**src/rtl/imem_boot_loader.sv**
```systemverilog
// Instruction-memory boot loader: takes a length-prefixed, XOR-checked byte stream and writes
// big-endian 32-bit words into instruction memory. cpu_reset is released only after the image verifies.
module imem_boot_loader #(
    parameter int ADDR_W  = 8,
    parameter int TIMEOUT = 1024
) (
    input  logic              clk,
    input  logic              reset,
    input  logic              start,
    input  logic [7:0]        in_data,
    input  logic              in_valid,
    output logic              in_ready,
    output logic              im_we,
    output logic [ADDR_W-1:0] im_waddr,
    output logic [31:0]       im_wdata,
    output logic              cpu_reset,
    output logic              done,
    output logic              error,
    output logic [ADDR_W:0]   words_loaded
);

    localparam int WL_W  = ADDR_W + 1;
    localparam int TMO_W = $clog2(TIMEOUT);
    localparam logic [TMO_W-1:0] TMO_LAST = TMO_W'(TIMEOUT - 1);
    localparam logic [16:0]      CAPACITY = 17'(2 ** ADDR_W);
    localparam logic [WL_W-1:0]  WL_ONE   = WL_W'(1);

    typedef enum logic [2:0] {
        S_IDLE,
        S_LEN_HI,
        S_LEN_LO,
        S_DATA,
        S_CHECK,
        S_DONE,
        S_ERROR
    } state_t;

    state_t            state_q, state_d;
    logic [7:0]        len_hi_q, len_hi_d;
    logic [WL_W-1:0]   len_q, len_d;
    logic [1:0]        byte_idx_q, byte_idx_d;
    logic [23:0]       shift_q, shift_d;
    logic [7:0]        acc_q, acc_d;
    logic [TMO_W-1:0]  tmo_q, tmo_d;
    logic              in_ready_q, in_ready_d;
    logic              im_we_q, im_we_d;
    logic [ADDR_W-1:0] im_waddr_q, im_waddr_d;
    logic [31:0]       im_wdata_q, im_wdata_d;
    logic              cpu_reset_q, cpu_reset_d;
    logic              done_q, done_d;
    logic              error_q, error_d;
    logic [WL_W-1:0]   words_loaded_q, words_loaded_d;

    logic              accept;
    logic [15:0]       frame_len;
    logic [WL_W-1:0]   wl_next;

    assign accept    = in_valid && in_ready_q;
    assign frame_len = {len_hi_q, in_data};
    assign wl_next   = words_loaded_q + WL_ONE;

    always_comb begin
        // NOTE: every _d starts from a default so no path leaves a signal unassigned (no latches).
        state_d        = state_q;
        len_hi_d       = len_hi_q;
        len_d          = len_q;
        byte_idx_d     = byte_idx_q;
        shift_d        = shift_q;
        acc_d          = acc_q;
        tmo_d          = '0;
        im_we_d        = 1'b0;
        im_waddr_d     = im_waddr_q;
        im_wdata_d     = im_wdata_q;
        words_loaded_d = words_loaded_q;

        case (state_q)
            S_IDLE, S_DONE, S_ERROR: begin
                if (start) begin
                    state_d        = S_LEN_HI;
                    words_loaded_d = '0;
                    acc_d          = '0;
                    byte_idx_d     = '0;
                end
            end
            S_LEN_HI: begin
                if (accept) begin
                    len_hi_d = in_data;
                    state_d  = S_LEN_LO;
                end
            end
            S_LEN_LO: begin
                if (accept) begin
                    len_d = WL_W'(frame_len);
                    if ({1'b0, frame_len} > CAPACITY) begin
                        state_d = S_ERROR;
                    end else if (frame_len == 16'd0) begin
                        state_d = S_CHECK;
                    end else begin
                        state_d = S_DATA;
                    end
                end
            end
            S_DATA: begin
                if (accept) begin
                    acc_d      = acc_q ^ in_data;
                    shift_d    = {shift_q[15:0], in_data};
                    byte_idx_d = byte_idx_q + 2'd1;
                    // The fourth byte completes a word; it is written on the following cycle.
                    if (byte_idx_q == 2'd3) begin
                        im_we_d        = 1'b1;
                        im_waddr_d     = words_loaded_q[ADDR_W-1:0];
                        im_wdata_d     = {shift_q, in_data};
                        words_loaded_d = wl_next;
                        if (wl_next == len_q) begin
                            state_d = S_CHECK;
                        end
                    end
                end
            end
            S_CHECK: begin
                if (accept) begin
                    state_d = (in_data == acc_q) ? S_DONE : S_ERROR;
                end
            end
            default: state_d = S_IDLE;
        endcase

        // Inter-byte watchdog: armed once the length header has started, restarted by every byte.
        if ((state_q == S_LEN_LO || state_q == S_DATA || state_q == S_CHECK) && !accept) begin
            if (tmo_q == TMO_LAST) begin
                state_d = S_ERROR;
            end else begin
                tmo_d = tmo_q + TMO_W'(1);
            end
        end

        in_ready_d  = (state_d == S_LEN_HI) || (state_d == S_LEN_LO) ||
                      (state_d == S_DATA)   || (state_d == S_CHECK);
        cpu_reset_d = (state_d != S_DONE);
        done_d      = (state_d == S_DONE);
        error_d     = (state_d == S_ERROR);
    end

    always_ff @(posedge clk) begin
        // NOTE: non-blocking assignments so every flop updates from the same pre-edge values.
        if (reset) begin
            state_q        <= S_IDLE;
            len_hi_q       <= '0;
            len_q          <= '0;
            byte_idx_q     <= '0;
            shift_q        <= '0;
            acc_q          <= '0;
            tmo_q          <= '0;
            in_ready_q     <= 1'b0;
            im_we_q        <= 1'b0;
            im_waddr_q     <= '0;
            im_wdata_q     <= '0;
            cpu_reset_q    <= 1'b1;
            done_q         <= 1'b0;
            error_q        <= 1'b0;
            words_loaded_q <= '0;
        end else begin
            state_q        <= state_d;
            len_hi_q       <= len_hi_d;
            len_q          <= len_d;
            byte_idx_q     <= byte_idx_d;
            shift_q        <= shift_d;
            acc_q          <= acc_d;
            tmo_q          <= tmo_d;
            in_ready_q     <= in_ready_d;
            im_we_q        <= im_we_d;
            im_waddr_q     <= im_waddr_d;
            im_wdata_q     <= im_wdata_d;
            cpu_reset_q    <= cpu_reset_d;
            done_q         <= done_d;
            error_q        <= error_d;
            words_loaded_q <= words_loaded_d;
        end
    end

    assign in_ready     = in_ready_q;
    assign im_we        = im_we_q;
    assign im_waddr     = im_waddr_q;
    assign im_wdata     = im_wdata_q;
    assign cpu_reset    = cpu_reset_q;
    assign done         = done_q;
    assign error        = error_q;
    assign words_loaded = words_loaded_q;

endmodule

```
**config.mk**
```make
export PLATFORM = sky130hd
export DESIGN_NAME = imem_boot_loader
export DESIGN_NICKNAME = d
export VERILOG_FILES = /design/src/rtl/imem_boot_loader.sv
export SDC_FILE = /design/constraint.sdc
export NUM_CORES = 1
export LEC_CHECK = 0
export CAP_MARGIN = 20
export CORE_AREA = 2 2 99 101
export DETAILED_ROUTE_END_ITERATION = 12
export DIE_AREA = 0 0 101 103
export GPL_ROUTABILITY_DRIVEN = 0
export PLACE_DENSITY = 0.79
export SLEW_MARGIN = 20
export SYNTH_ARGS = -nofsm -noshare
export SYNTH_HDL_FRONTEND = slang
export SYNTH_SLANG_ARGS = --single-unit
export TNS_END_PERCENT = 5
```
**constraint.sdc**
```tcl
create_clock -name clk -period 2.6 [get_ports clk]
set_input_delay 0.52 -clock clk [delete_from_list [all_inputs] [get_ports clk]]
set_output_delay 0.52 -clock clk [all_outputs]
set_load 0.01 [all_outputs]
```
; Word level (Yosys, flattened, before mapping)
; Index checks and enable logic that the tools add are counted.
[totals]
ff_bits = 118
latchBits = 0
mem_bits_rw = 0
mem_bits_ro = 0
elab_cells = 87
memories = 0
[op_classes]
add_sub_neg = 3
mul = 0
div = 0
order_cmp = 1
eq_ne = 20
n_shift = 0
muxes = 24
bitwise_logic = 4
reduce_logical = 20
[op_table]
columns = cell, n
row1 = two-way mux 3 bit, 11
row2 = two-way mux 9 bit, 3
row3 = "== test 3 bit, second input constant", 6
row4 = one-hot mux 9 bit (2 select lines), 1
row5 = "greater-than comparator 16 x 9 -> 1 bit, second input constant", 1
row6 = zero test 16 bit, 1
row7 = two-way mux 8 bit, 2
row8 = one-hot mux 8 bit (2 select lines), 1
row9 = one-hot mux 3 bit (5 select lines), 1
row10 = "== test 3 x 2 -> 1 bit, second input constant", 4
row11 = "adder 10 x 1 -> 10 bit, second input constant", 1
row12 = "== test 10 bit, second input constant", 1
row13 = "adder 9 x 1 -> 9 bit, second input constant", 1
row14 = == test 9 bit, 1
row15 = OR reduction 3 bit, 3
row16 = == test 8 bit, 1
row17 = bitwise XOR 8 bit, 1
row18 = "== test 3 x 1 -> 1 bit, second input constant", 2
row19 = two-way mux 2 bit, 3
row20 = "inequality test 2 bit, second input constant", 3
row21 = AND reduction 2 bit, 3
row22 = AND reduction 3 bit, 2
row23 = logical OR 1 bit, 5
row24 = one-hot mux 2 bit (2 select lines), 1
row25 = 10 further kinds, 13

; Depth between registers and ports, before layout
; Gate-level depths: netlist (run 1).
[depth]
ltp_word = 12
ltp_mapped = 9

; Least setup slack after synthesis (run 1)
; Ideal clock, no wire load.
[synth_path]
path_kind = register -> register
startpoint = reg words_loaded_q[1] (netlist: words_loaded[1])
endpoint = reg in_ready_q (netlist: in_ready)
setup_time_ns = 0.128
arrival_time_ns = 2.148
slack_ns = 0.324
path_stages_with_launch = 10
synth_period_minus_slack_ns = 2.276
path_cell_list = dfxtp_1 ha_1 buf_6 nand3_4 or4_4 a22oi_2 and4bb_1 o211ai_2 o2111ai_1 o41ai_1
[synth_between]
elab_chain_cells = 12
[synth_lines]
columns = element, line_no
row1 = from (decl), 52  ; logic [WL_W-1:0] words_loaded_q, words_loaded_d;
row2 = from (signal assigned), 177  ; words_loaded_q <= words_loaded_d;
row3 = adder 9 x 1 -> 9 bit *, 60  ; assign wl_next = words_loaded_q + WL_ONE;
row4 = == test 9 bit *, 114  ; if (wl_next == len_q) begin
row5 = two-way mux 3 bit *, 114
row6 = two-way mux 3 bit *, 109  ; if (byte_idx_q == 2'd3) begin
row7 = two-way mux 3 bit *, 104  ; if (accept) begin
row8 = one-hot mux 3 bit (5 select lines) *, 76  ; case (state_q)
row9 = two-way mux 3 bit, 130  ; if (tmo_q == TMO_LAST) begin
row10 = two-way mux 3 bit *, 129  ; if ((state_q == S_LEN_LO || state_q == S_DATA || state_q == S_CHECK) && !accept) begin
row11 = == test 3 x 1 -> 1 bit or == test 3 x 2 -> 1 bit (tied branches), 137  ; in_ready_d = (state_d == S_LEN_HI) || (state_d == S_LEN_LO) ||
row12 = logical OR 1 bit (2 in series), 137
row13 = logical OR 1 bit *, 138  ; (state_d == S_DATA) || (state_d == S_CHECK);
row14 = to (signal assigned), 170  ; in_ready_q <= in_ready_d;
row15 = to (decl), 45  ; logic in_ready_q, in_ready_d;
; Mark *: on every way between the ends. The rest lies on a longest branch, timed or not.
; A chain may end at the register's enable or synchronous reset.

; Worst setup path in the final report (run 1)
[layout_path]
startpoint = reg words_loaded_q[0] (netlist: words_loaded[0])
endpoint = reg in_ready_q (netlist: in_ready)
; The elaborated chain is that of the path after synthesis.

==> qor.csv, run 1 <==
metric;value;unit
status;complete, no violations;
pre_cts_ws;-0.122;ns
vias_per_cell;5.62;
top_usage_layer;met2;
synth-edff-count;0;
ys.flop_type;dfxtp_1;
cts_buffer_depth;2;
p_total;4.11;mW
dpl.hpwl;8490;um
synthCells;625;
leakage;2.26;nW
ir_drop;0.000417;V
worst_hold_path.num_cells;2;
io_pins;66;
grt_pass1_vias;4512;
dieArea;10400;um2
critPathLaunchType;register;
ys_seq_elements;118;
grt_max_degree;43;
io_buffers;65;
cts_hold_buf;0;
cp_max_fo;9;
setup_viol;0;
max_freq;0.432;GHz
synth.distinct_cells;57;
drc_errors;0;
internal_power;3.21;mW
syn_nets;640;
fillCellCount;758;
cts_max_level;4;
cp.arrival;2.70;ns
p_sw;905;uW
tightest_slew;0.526;ns
hold_viol;0;
design_area;6440;um2
path_class;reg2reg;
cts_root_buf;clkbuf_8;
power_density;639;nW/um2
holdPathEnd;acc_q[6]$_SDFFE_PP0P_;
worstPathRequired;2.99;ns
synth.area.mux_share;1.59;%
overflow;0;
grt_pass1_wl;21100;um
fin_tns_setup;0;ns
ys_warn_count;0;
drt-total-wl;12800;um
pwr-share-clk;51.2;%
rows;36;
finalCritPeriodShare;89.0;%
met1_usage;31.9;%
n_antenna_cell;0;
drv_cap;0;
grtUsageTotal;25.8;%
r2r-start;words_loaded[0]$_SDFFE_PP0P_;
p_seq_share;44.5;%
period_needed;2.31;ns
synthesis.area;5040;um2
synth-simple-area-share;26.1;%
core_area;9460;um2
setup_slack;0.286;ns
worst_hold_path_type;in2reg;
path_clk_slew;0.05;ns
dieWidth;101;um
min_from;reset;
dpl_cell_area;5900;um2
syn2layout_area_growth;27.7;%
synth_xor_area_share;3.13;%
rsz0062_at_grt;false;
cts.sinks;118;
crit_path_end_kind;register;
reg2reg_slack;0.29;ns
cts_setup_buffers;0;
synth_top_family_by_area;simple AND/OR/NAND/NOR gates;
max_slew_margin;64.9;%
swShare;22.0;%
power_frac_comb;4.3;%
syn_avg_cell_area;8.07;um2
r2r_end;in_ready$_SDFF_PP0_;
ys_seq_area_share;46.8;%
met2_usage;42.5;%
layout-drive-gt1-share;10.5;%
synth_compound_gate_area_share;17.3;%
grt_util_met3;7.66;%
drtAntennaViolNets;0;
r2r_cells;8;
nets;718;
skew;0.00625;ns
synthArstFlopShare;0;%
numCtsBuffers;17;
slew_viol_final;0;
drtIter0Drc;340;
cts_tree;yes;
clock_latency;0.52;ns
routedWlPerCell;15.4;um
die_h;103;um
dr.pass1.iters;6;
vias;4647;
antenna_found_initial;0;
initial_core_util;53.3;%
yosys.area_share.adder;0.744;%
post_cts_resized;0;
[state kept, by name (all words and copies together), names as in the netlist]
signal,flops
acc_q,8
byte_idx_q,2
cpu_reset,1
done,1
error,1
im_waddr,8
im_wdata,32
im_we,1
in_ready,1
len_hi_q,8
len_q,9
shift_q,24
state_q,3
tmo_q,10
words_loaded,9
[worst max-delay path by stage]
stage	to	slack, ns	startpoint
after floorplan	in_ready$_SDFF_PP0_	0.32	words_loaded[1]$_SDFFE_PP0P_
after global placement	done$_SDFF_PP0_	0.01	in_data[7]
after detailed placement	in_ready$_SDFF_PP0_	-0.12	in_data[7]
after CTS	in_ready$_SDFF_PP0_	0.29	words_loaded[0]$_SDFFE_PP0P_
after global routing	in_ready$_SDFF_PP0_	0.09	words_loaded[1]$_SDFFE_PP0P_
final	in_ready$_SDFF_PP0_	0.29	words_loaded[0]$_SDFFE_PP0P_
[power groups by stage]
stage / Clock [mW] / Sequential, mW / Combinational (mW)
after floorplan: 0 / 1.86 / 0.0997
after global placement: 0 / 1.87 / 0.168
after detailed placement: 0 / 1.87 / 0.174
after CTS: 2.12 / 1.83 / 0.176
after global routing: 2.20 / 1.83 / 0.195
final: 2.11 / 1.83 / 0.178
[worst max-delay path, cell delays in order (launching register included)]
cell       delay (ns)
dfxtp_1          0.34
ha_1             0.22
nand3_4          0.13
or4_4            0.56
a22oi_2          0.22
and4bb_1         0.28
o211ai_2         0.11
o2111ai_1        0.21
o41ai_1          0.10
[layout by cell type, fill, tap and decap left out, types with 3 or more instances in the layout]
cell / netlist / routed
clkbuf_8: 0 / 4
clkbuf_16: 0 / 16
nor3_1: 5 / 5
nand3b_1: 3 / 3
or3_1: 4 / 4
nor2_1: 48 / 47
nand3_1: 7 / 7
dfxtp_1: 118 / 118
xor2_1: 9 / 9
a22oi_1: 9 / 9
ha_1: 3 / 3
nor2b_1: 18 / 18
clkinv_2: 0 / 3
xnor2_1: 9 / 9
nand2_1: 152 / 152
clkdlybuf4s50_1: 0 / 64
nand4b_1: 4 / 4
nor4_1: 3 / 3
nand2b_1: 5 / 5
mux2i_1: 8 / 8
and3_1: 6 / 6
and4_1: 4 / 4
nand4_1: 4 / 4
a31oi_1: 4 / 4
inv_1: 7 / 7
o21ai_0: 28 / 28
a21oi_1: 89 / 89
buf_4: 1 / 35
and2_1: 4 / 4
[layer usage]
| metal | up-vias | part of all wire (%) | wire length, um |
|---|---|---|---|
| met3 | 23 | 5.8 | 747 |
| met4 | 0 | 2.2 | 276 |
| met2 | 155 | 49 | 6300 |
| met1 | 2182 | 43 | 5460 |
| li1 | 2287 | - | - |
| met5 | - | 0 | 0 |
[stage by stage]
step	instances	utilization (%)	hold WS, ns
after floorplan	625	-	0.430
after global placement	798	62.4	0.438
after detailed placement	798	62.4	0.447
after CTS	827	68.1	0.416
after global routing	827	68.1	0.453
final	827	68.1	0.432
[cell families (layout without fill, tap and decap cells)]
group,Yosys count,after routing
AOI/OAI and AO/OA,151,151
xor gates and xnor gates,18,18
adders and majority gates,3,3
buffers and inverters,47,135
DFF,118,118
muxes,8,8
and+or+nand+nor,280,280
[cell usage after synthesis, drive strengths merged (2+ instances only)]
master | count | area [um2]
buf | 15 | 95.1
o2111ai | 2 | 17.5
a2111oi | 2 | 17.5
o21ai | 29 | 145
nand2b | 5 | 31.3
mux2i | 8 | 80.1
nor2b | 18 | 113
nand3 | 8 | 52.6
nand4b | 4 | 35.0
o41ai | 2 | 36.3
xnor2 | 9 | 78.8
a31oi | 4 | 25.0
a21oi | 90 | 454
nand2 | 153 | 582
inv | 7 | 26.3
a22oi | 10 | 80.1
or3 | 4 | 25.0
nor4 | 5 | 43.8
nor3 | 5 | 25.0
nor3b | 2 | 15.0
ha | 3 | 37.5
and2 | 4 | 25.0
and3 | 6 | 37.5
dfxtp | 118 | 2360
and3b | 2 | 17.5
nand3b | 3 | 22.5
and4 | 4 | 35.0
clkbuf | 25 | 93.8
nor2 | 48 | 180
nand4 | 4 | 25.0
o211ai | 3 | 27.5
xor2 | 9 | 78.8
[layout make-up]
type	count	area (um2)	area share, %
tap	114	143	2.21
inverter	7	26.3	0.408
clock buffer	21	459	7.13
clock inverter	8	77.6	1.20
timing repair buffer	99	903	14.0
multi-input combinational	460	2470	38.3
sequential	118	2360	36.7
(Power assumes the default switching activity.)
==> run 2: changes to the inputs <==
--- a/config.mk
+++ b/config.mk
@@ -6,13 +6,14 @@
 export NUM_CORES = 1
 export LEC_CHECK = 0
 export CAP_MARGIN = 20
-export CORE_AREA = 2 2 99 101
+export CORE_AREA = 2 2 107 109
+export CTS_CLUSTER_DIAMETER = 200
 export DETAILED_ROUTE_END_ITERATION = 12
-export DIE_AREA = 0 0 101 103
+export DIE_AREA = 0 0 109 111
 export GPL_ROUTABILITY_DRIVEN = 0
-export PLACE_DENSITY = 0.79
+export PLACE_DENSITY = 0.69
 export SLEW_MARGIN = 20
 export SYNTH_ARGS = -nofsm -noshare
 export SYNTH_HDL_FRONTEND = slang
 export SYNTH_SLANG_ARGS = --single-unit
-export TNS_END_PERCENT = 5
+export TNS_END_PERCENT = 10
==> run 2 against run 1 <==
Sequential cell count unchanged. Critical path type unchanged. Non-clock buffer count down 1. Clock skew about the same. Final cell count up 3.6%. Maximum frequency down 0.63%. Critical endpoint unchanged.
==> qor.csv, run 2 (synthesis results as in run 1) <==
metric;value;unit;change
cts_buffer_depth;2;;unchanged
setup_slack;0.271;ns;-0.0147 ns
tightest_slew;0.610;ns;+0.0836 ns
crit_path_end_kind;register;;
core_area;11100;um2;+17%
dpl.cell_count;826;;+3.5%
dieWidth;109;um;+7.9%
dieArea;12100;um2;+16%
grt_max_degree;62;;+44%
io_buffers;65;;unchanged
cts_max_level;4;;unchanged
nets;717;;-0.14%
final_cell_mix;nand2_1 (152), dfxtp_1 (118), a21oi_1 (89), clkdlybuf4s50_1 (64), nor2_1 (47);;
final_cells;857;;+3.6%
skew;0.00670;ns;+0.000458 ns
initial_core_util;45.5;%;-7.8 points
path_class;reg2reg;;
path_clk_slew;0.05;ns;about the same
r2r-start;words_loaded[0]$_SDFFE_PP0P_;;
hold_viol;0;;unchanged
routedWlPerCell;14.6;um;-5.7%
cts_setup_buffers;0;;unchanged
rows;39;;+8.3%
ir_drop;0.000433;V;+4.0%
post_cts_resized;0;;unchanged
power_density;655;nW/um2;+2.5%
drtIter0Drc;314;;-7.6%
antenna_found_initial;0;;unchanged
grt_pass1_vias;4361;;-3.3%
leakage;2.27;nW;+0.59%
dr.pass1.iters;5;;-1
min_from;im_wdata[23]$_SDFFE_PP0P_;;
cp.arrival;2.60;ns;-0.10 ns
slowest_stage;or4_4;;
worst_hold_path_type;reg2reg;;
worstPathRequired;2.87;ns;-0.12 ns
slew_viol_final;0;;unchanged
max_freq;0.429;GHz;-0.63%
finalCritPeriodShare;89.6;%;+0.57 points
rsz0062_at_grt;false;;
syn2layout_area_growth;29.3;%;
period_needed;2.33;ns;+0.0147 ns
status;complete, no violations;;
cp_max_fo;9;;unchanged
overflow;0;;unchanged
cts_hold_buf;0;;unchanged
drt-total-wl;12500;um;-2.3%
layout-drive-gt1-share;10.4;%;-0.15 points
io_pins;66;;unchanged
critPathLaunchType;register;;
numCtsBuffers;17;;unchanged
largest_reg_flops;32;;unchanged
dpl.hpwl;8470;um;-0.29%
clock_latency;0.41;ns;-0.11 ns
max_slew_margin;59.4;%;-5.5 points
drc_errors;0;;unchanged
cts.sinks;118;;unchanged
setup_viol;0;;unchanged
cts_tree;yes;;
vias;4614;;-0.71%
worst_hold_slack;0.453;ns;+0.0207 ns
n_antenna_cell;0;;unchanged
die_h;111;um;+7.8%
p_total;4.27;mW;+3.8%
layout_commonest_cell;nand2_1;;
max_stage_delay;0.57;ns;about the same
fin_tns_setup;0;ns;unchanged
drv_cap;0;;unchanged
cp-startpoint;words_loaded[0]$_SDFFE_PP0P_;;
cts_root_buf;clkbuf_16;;
grtUsageTotal;21.5;%;-4.3 points
vias_per_cell;5.38;;-4.2%
pre_cts_ws;-0.0722;ns;+0.0496 ns
crit_chain;ha_1 -> nand3_4 -> or4_4 -> a22oi_2 -> and4bb_1 -> o211ai_2 -> o2111ai_1 -> o41ai_1;;
drtAntennaViolNets;0;;unchanged
grt_pass1_wl;20600;um;-2.5%
-- run 2: critical path, delay by kind of cell, from the launching register on --
| family | cells | cell delay [ns] |
|---|---|---|
| flip-flops | 1 | 0.33 |
| adder cells (fa/ha/maj) | 1 | 0.23 |
| AND/OR/NAND/NOR | 3 | 1.00 |
| AO/OA/AOI/OAI | 4 | 0.63 |
-- run 2: final cells by class --
class	instances	area (um2)
Timing Repair Buffer	98	908
Inverter	7	26.3
Clock buffer	23	478
Multi-Input combinational cell	460	2470
Clock inverter	8	98.8
Sequential cell	118	2360
Fill cell	971	4550
Tap cell	143	179
-- run 2: final timing paths --
| check | to | slack (ns) | cells past startpoint |
|---|---|---|---|
| min reg2reg | im_wdata[23]$_SDFFE_PP0P_ | 0.45 | 2 |
| max | in_ready$_SDFF_PP0_ | 0.27 | 8 |
| max reg2reg | in_ready$_SDFF_PP0_ | 0.27 | 8 |
| min | im_wdata[23]$_SDFFE_PP0P_ | 0.45 | 2 |
-- run 2: power breakdown --
part	switching, mW	leakage [nW]	total (mW)	internal [mW]
Combinational	0.107	1.04	0.176	0.0699
Sequential	0.0127	0.951	1.83	1.82
Clock	0.787	0.279	2.26	1.47
-- run 2: stage by stage --
stage,instance area (um2),utilization [%]
floorplan,5040,-
global placement,5950,53.7
detailed placement,5950,53.7
CTS,6520,58.9
global route,6520,58.9
finish,6520,58.9
-- run 2: layer usage --
metal	routed length, um	GRT usage [%]	vias up
met3	665	6.11	27
met1	5770	27.9	2161
met4	323	8.55	0
li1	-	-	2282
met5	0	0	-
met2	5720	33.3	144
==> run 3: changes to the inputs <==
--- a/config.mk
+++ b/config.mk
@@ -5,6 +5,7 @@
 export SDC_FILE = /design/constraint.sdc
 export NUM_CORES = 1
 export LEC_CHECK = 0
+export ABC_CLOCK_PERIOD_IN_PS = 2200
 export CAP_MARGIN = 20
 export CORE_AREA = 2 2 107 109
 export CTS_CLUSTER_DIAMETER = 200
==> constraint.sdc (replaced) <==
create_clock -name clk -period 2.2 [get_ports clk]
set_input_delay 0.44 -clock clk [delete_from_list [all_inputs] [get_ports clk]]
set_output_delay 0.44 -clock clk [all_outputs]
set_load 0.01 [all_outputs]
==> run 3 against run 2 <==
The run now ends with setup timing left. Wire length up 5.7%. Sequential share of layout area down 1.5 points. Hold slack worse by 0.037 ns. Core utilization up 2.7 points. Count of clock-buffer cells in the layout down 3. Via count up 2.6%. Non-clock buffer count up 19. Global-route usage up 0.87 points. Register-to-register slack worse by 0.27 ns. Largest cell class unchanged.
==> qor.csv, run 3 (synthesis results as in run 1) <==
metric;value;unit;change
max_slew_margin;65.1;%;+5.7 points
antenna_found_initial;0;;unchanged
critPathLaunchType;register;;
dieWidth;109;um;unchanged
max_freq;0.454;GHz;+5.8%
cp-startpoint;words_loaded[1]$_SDFFE_PP0P_;;
setup_slack;-0.00193;ns;-0.273 ns
grt_pass1_vias;4529;;+3.9%
cts.sinks;118;;unchanged
dpl_cell_area;6120;um2;+2.9%
io_pins;66;;unchanged
seqCellArea;2370;um2;+0.21%
finalCritPeriodShare;100;%;+11 points
core_area;11100;um2;unchanged
cp-endpoint;error$_SDFF_PP0_;;
cts_hold_buf;0;;unchanged
die_h;111;um;unchanged
routedWlPerCell;15.1;um;+3.3%
dr.pass1.iters;5;;unchanged
tightest_slew;0.519;ns;-0.0903 ns
status;finished, violations left;;
cts_root_buf;clkbuf_16;;
fin_util;61.6;%;+2.7 points
drt-total-wl;13200;um;+5.7%
vias;4736;;+2.6%
r2r-start;words_loaded[1]$_SDFFE_PP0P_;;
drtIter0Drc;310;;-1.3%
io_buffers;65;;unchanged
vias_per_cell;5.40;;+0.30%
r2r_end;error$_SDFF_PP0_;;
worstPathRequired;2.55;ns;-0.32 ns
numCtsBuffers;17;;unchanged
rows;39;;unchanged
grt_max_degree;82;;+32%
rsz0062_at_grt;true;;
cp_max_fo;4;;-5
cts_max_level;4;;unchanged
period_needed;2.20;ns;-0.127 ns
leakage;2.38;nW;+4.8%
grtUsageTotal;22.3;%;+0.87 points
crit_path_end_kind;register;;
syn2layout_area_growth;35.2;%;
pre_cts_ws;-0.403;ns;-0.331 ns
drtAntennaViolNets;0;;unchanged
initial_core_util;45.5;%;unchanged
cp.arrival;2.55;ns;-0.05 ns
drv_cap;0;;unchanged
cts_buffer_depth;2;;unchanged
final_cell_mix;nand2_1 (152), dfxtp_1 (114), a21oi_1 (89), clkdlybuf4s50_1 (64), nor2_1 (47);;
skew;0.00777;ns;+0.00107 ns
largest_reg_flops;32;;unchanged
design_area;6820;um2;+4.6%
power_density;742;nW/um2;+13%
fillCellCount;932;;-4.0%
grt_pass1_wl;21500;um;+4.2%
multi_input_area;2560;um2;+3.9%
slew_viol_final;0;;unchanged
cts_tree;yes;;
path_class;reg2reg;;
nets;736;;+2.6%
reg2reg_slack;-0.002;ns;-0.27 ns
r2r_cells;9;;+1
path_clk_slew;0.05;ns;about the same
violations;setup timing;;
n_antenna_cell;0;;unchanged
worst_hold_path_type;in2reg;;
dieArea;12100;um2;unchanged
dpl.hpwl;8790;um;+3.8%
ir_drop;0.000454;V;+4.7%
hold_viol;0;;unchanged
setup_viol;1;;+1
clock_latency;0.41;ns;about the same
layout_commonest_cell;nand2_1;;
drc_errors;0;;unchanged
layout-drive-gt1-share;14.9;%;+4.5 points
overflow;0;;unchanged
==> run 3: changes by cell type in the layout (fill, tap and decap cells not counted), moves of 2 or more <==
cell and delta:
a31oi_1 -2, buf_12 +4, nor4_4 +2, clkinvlp_4 +3
dfxtp_1 -4, buf_6 +2, clkbuf_8 -2, dfxtp_2 +4
nor4_2 -2, buf_4 +13
==> run 3: final cells by class <==
| class | count | share of cell area, % |
|---|---|---|
| repair buffers | 117 | 16.2 |
| inverters | 7 | 0.385 |
| flip-flops and latches | 118 | 34.7 |
| clock buffers | 20 | 6.55 |
| clock inverters | 12 | 1.91 |
| well taps | 143 | 2.62 |
| multi-input cells | 460 | 37.6 |
==> run 3: timing repair <==
item	in CTS	in global routing
gates resized for setup	3	19
cloned	0	0
endpoints found under the setup margin	2	4
pin swaps	2	6
buffers inserted	0	3
==> run 3: stage by stage <==
| step | hold slack, ns | total power, mW | std cells | TNS, ns |
|---|---|---|---|---|
| floorplan | 0.430 | 2.32 | 625 | 0 |
| global placement | 0.442 | 2.43 | 842 | -1.62 |
| detailed placement | 0.447 | 2.43 | 842 | -2.47 |
| CTS | 0.395 | 5.08 | 874 | -0.0220 |
| global route | 0.415 | 5.22 | 877 | -0.129 |
| finish | 0.416 | 5.06 | 877 | -0.00193 |
==> run 3: worst min-delay path by stage <==
stage,startpoint,endpoint,slack (ns),cells past startpoint
after floorplan,tmo_q[0]$_SDFF_PP0_,tmo_q[0]$_SDFF_PP0_,0.43,1
after global placement,tmo_q[0]$_SDFF_PP0_,tmo_q[0]$_SDFF_PP0_,0.44,1
after detailed placement,shift_q[23]$_SDFFE_PP0P_,shift_q[23]$_SDFFE_PP0P_,0.45,2
after CTS,reset,byte_idx_q[0]$_SDFFE_PP0P_,0.40,2
after global routing,reset,im_we$_SDFF_PP0_,0.41,2
final,reset,byte_idx_q[0]$_SDFFE_PP0P_,0.42,2
==> run 3: critical path, stage by stage (launching register included) <==
cell,delay (ns)
dfxtp_2,0.35
ha_4,0.16
nand3_4,0.09
or4_4,0.54
a22oi_2,0.18
and4bb_2,0.34
buf_6,0.12
o211ai_1,0.09
o21ai_1,0.14
and2_1,0.13
==> run 3: power breakdown <==
| group | internal [mW] | leakage, nW | switching [mW] |
|---|---|---|---|
| registers | 2.15 | 0.953 | 0.0102 |
| clock network | 1.69 | 0.268 | 0.967 |
| logic | 0.103 | 1.16 | 0.143 |
| total | 3.94 | 2.38 | 1.12 |
==> run 3: metal layers <==
metal	vias to the layer above	GRT usage [%]	share of wire, %
li1	2325	-	-
met1	2247	29.9	46
met2	140	33.7	47
met3	24	5.76	5.2
met4	0	9.49	2.0
met5	-	0	0
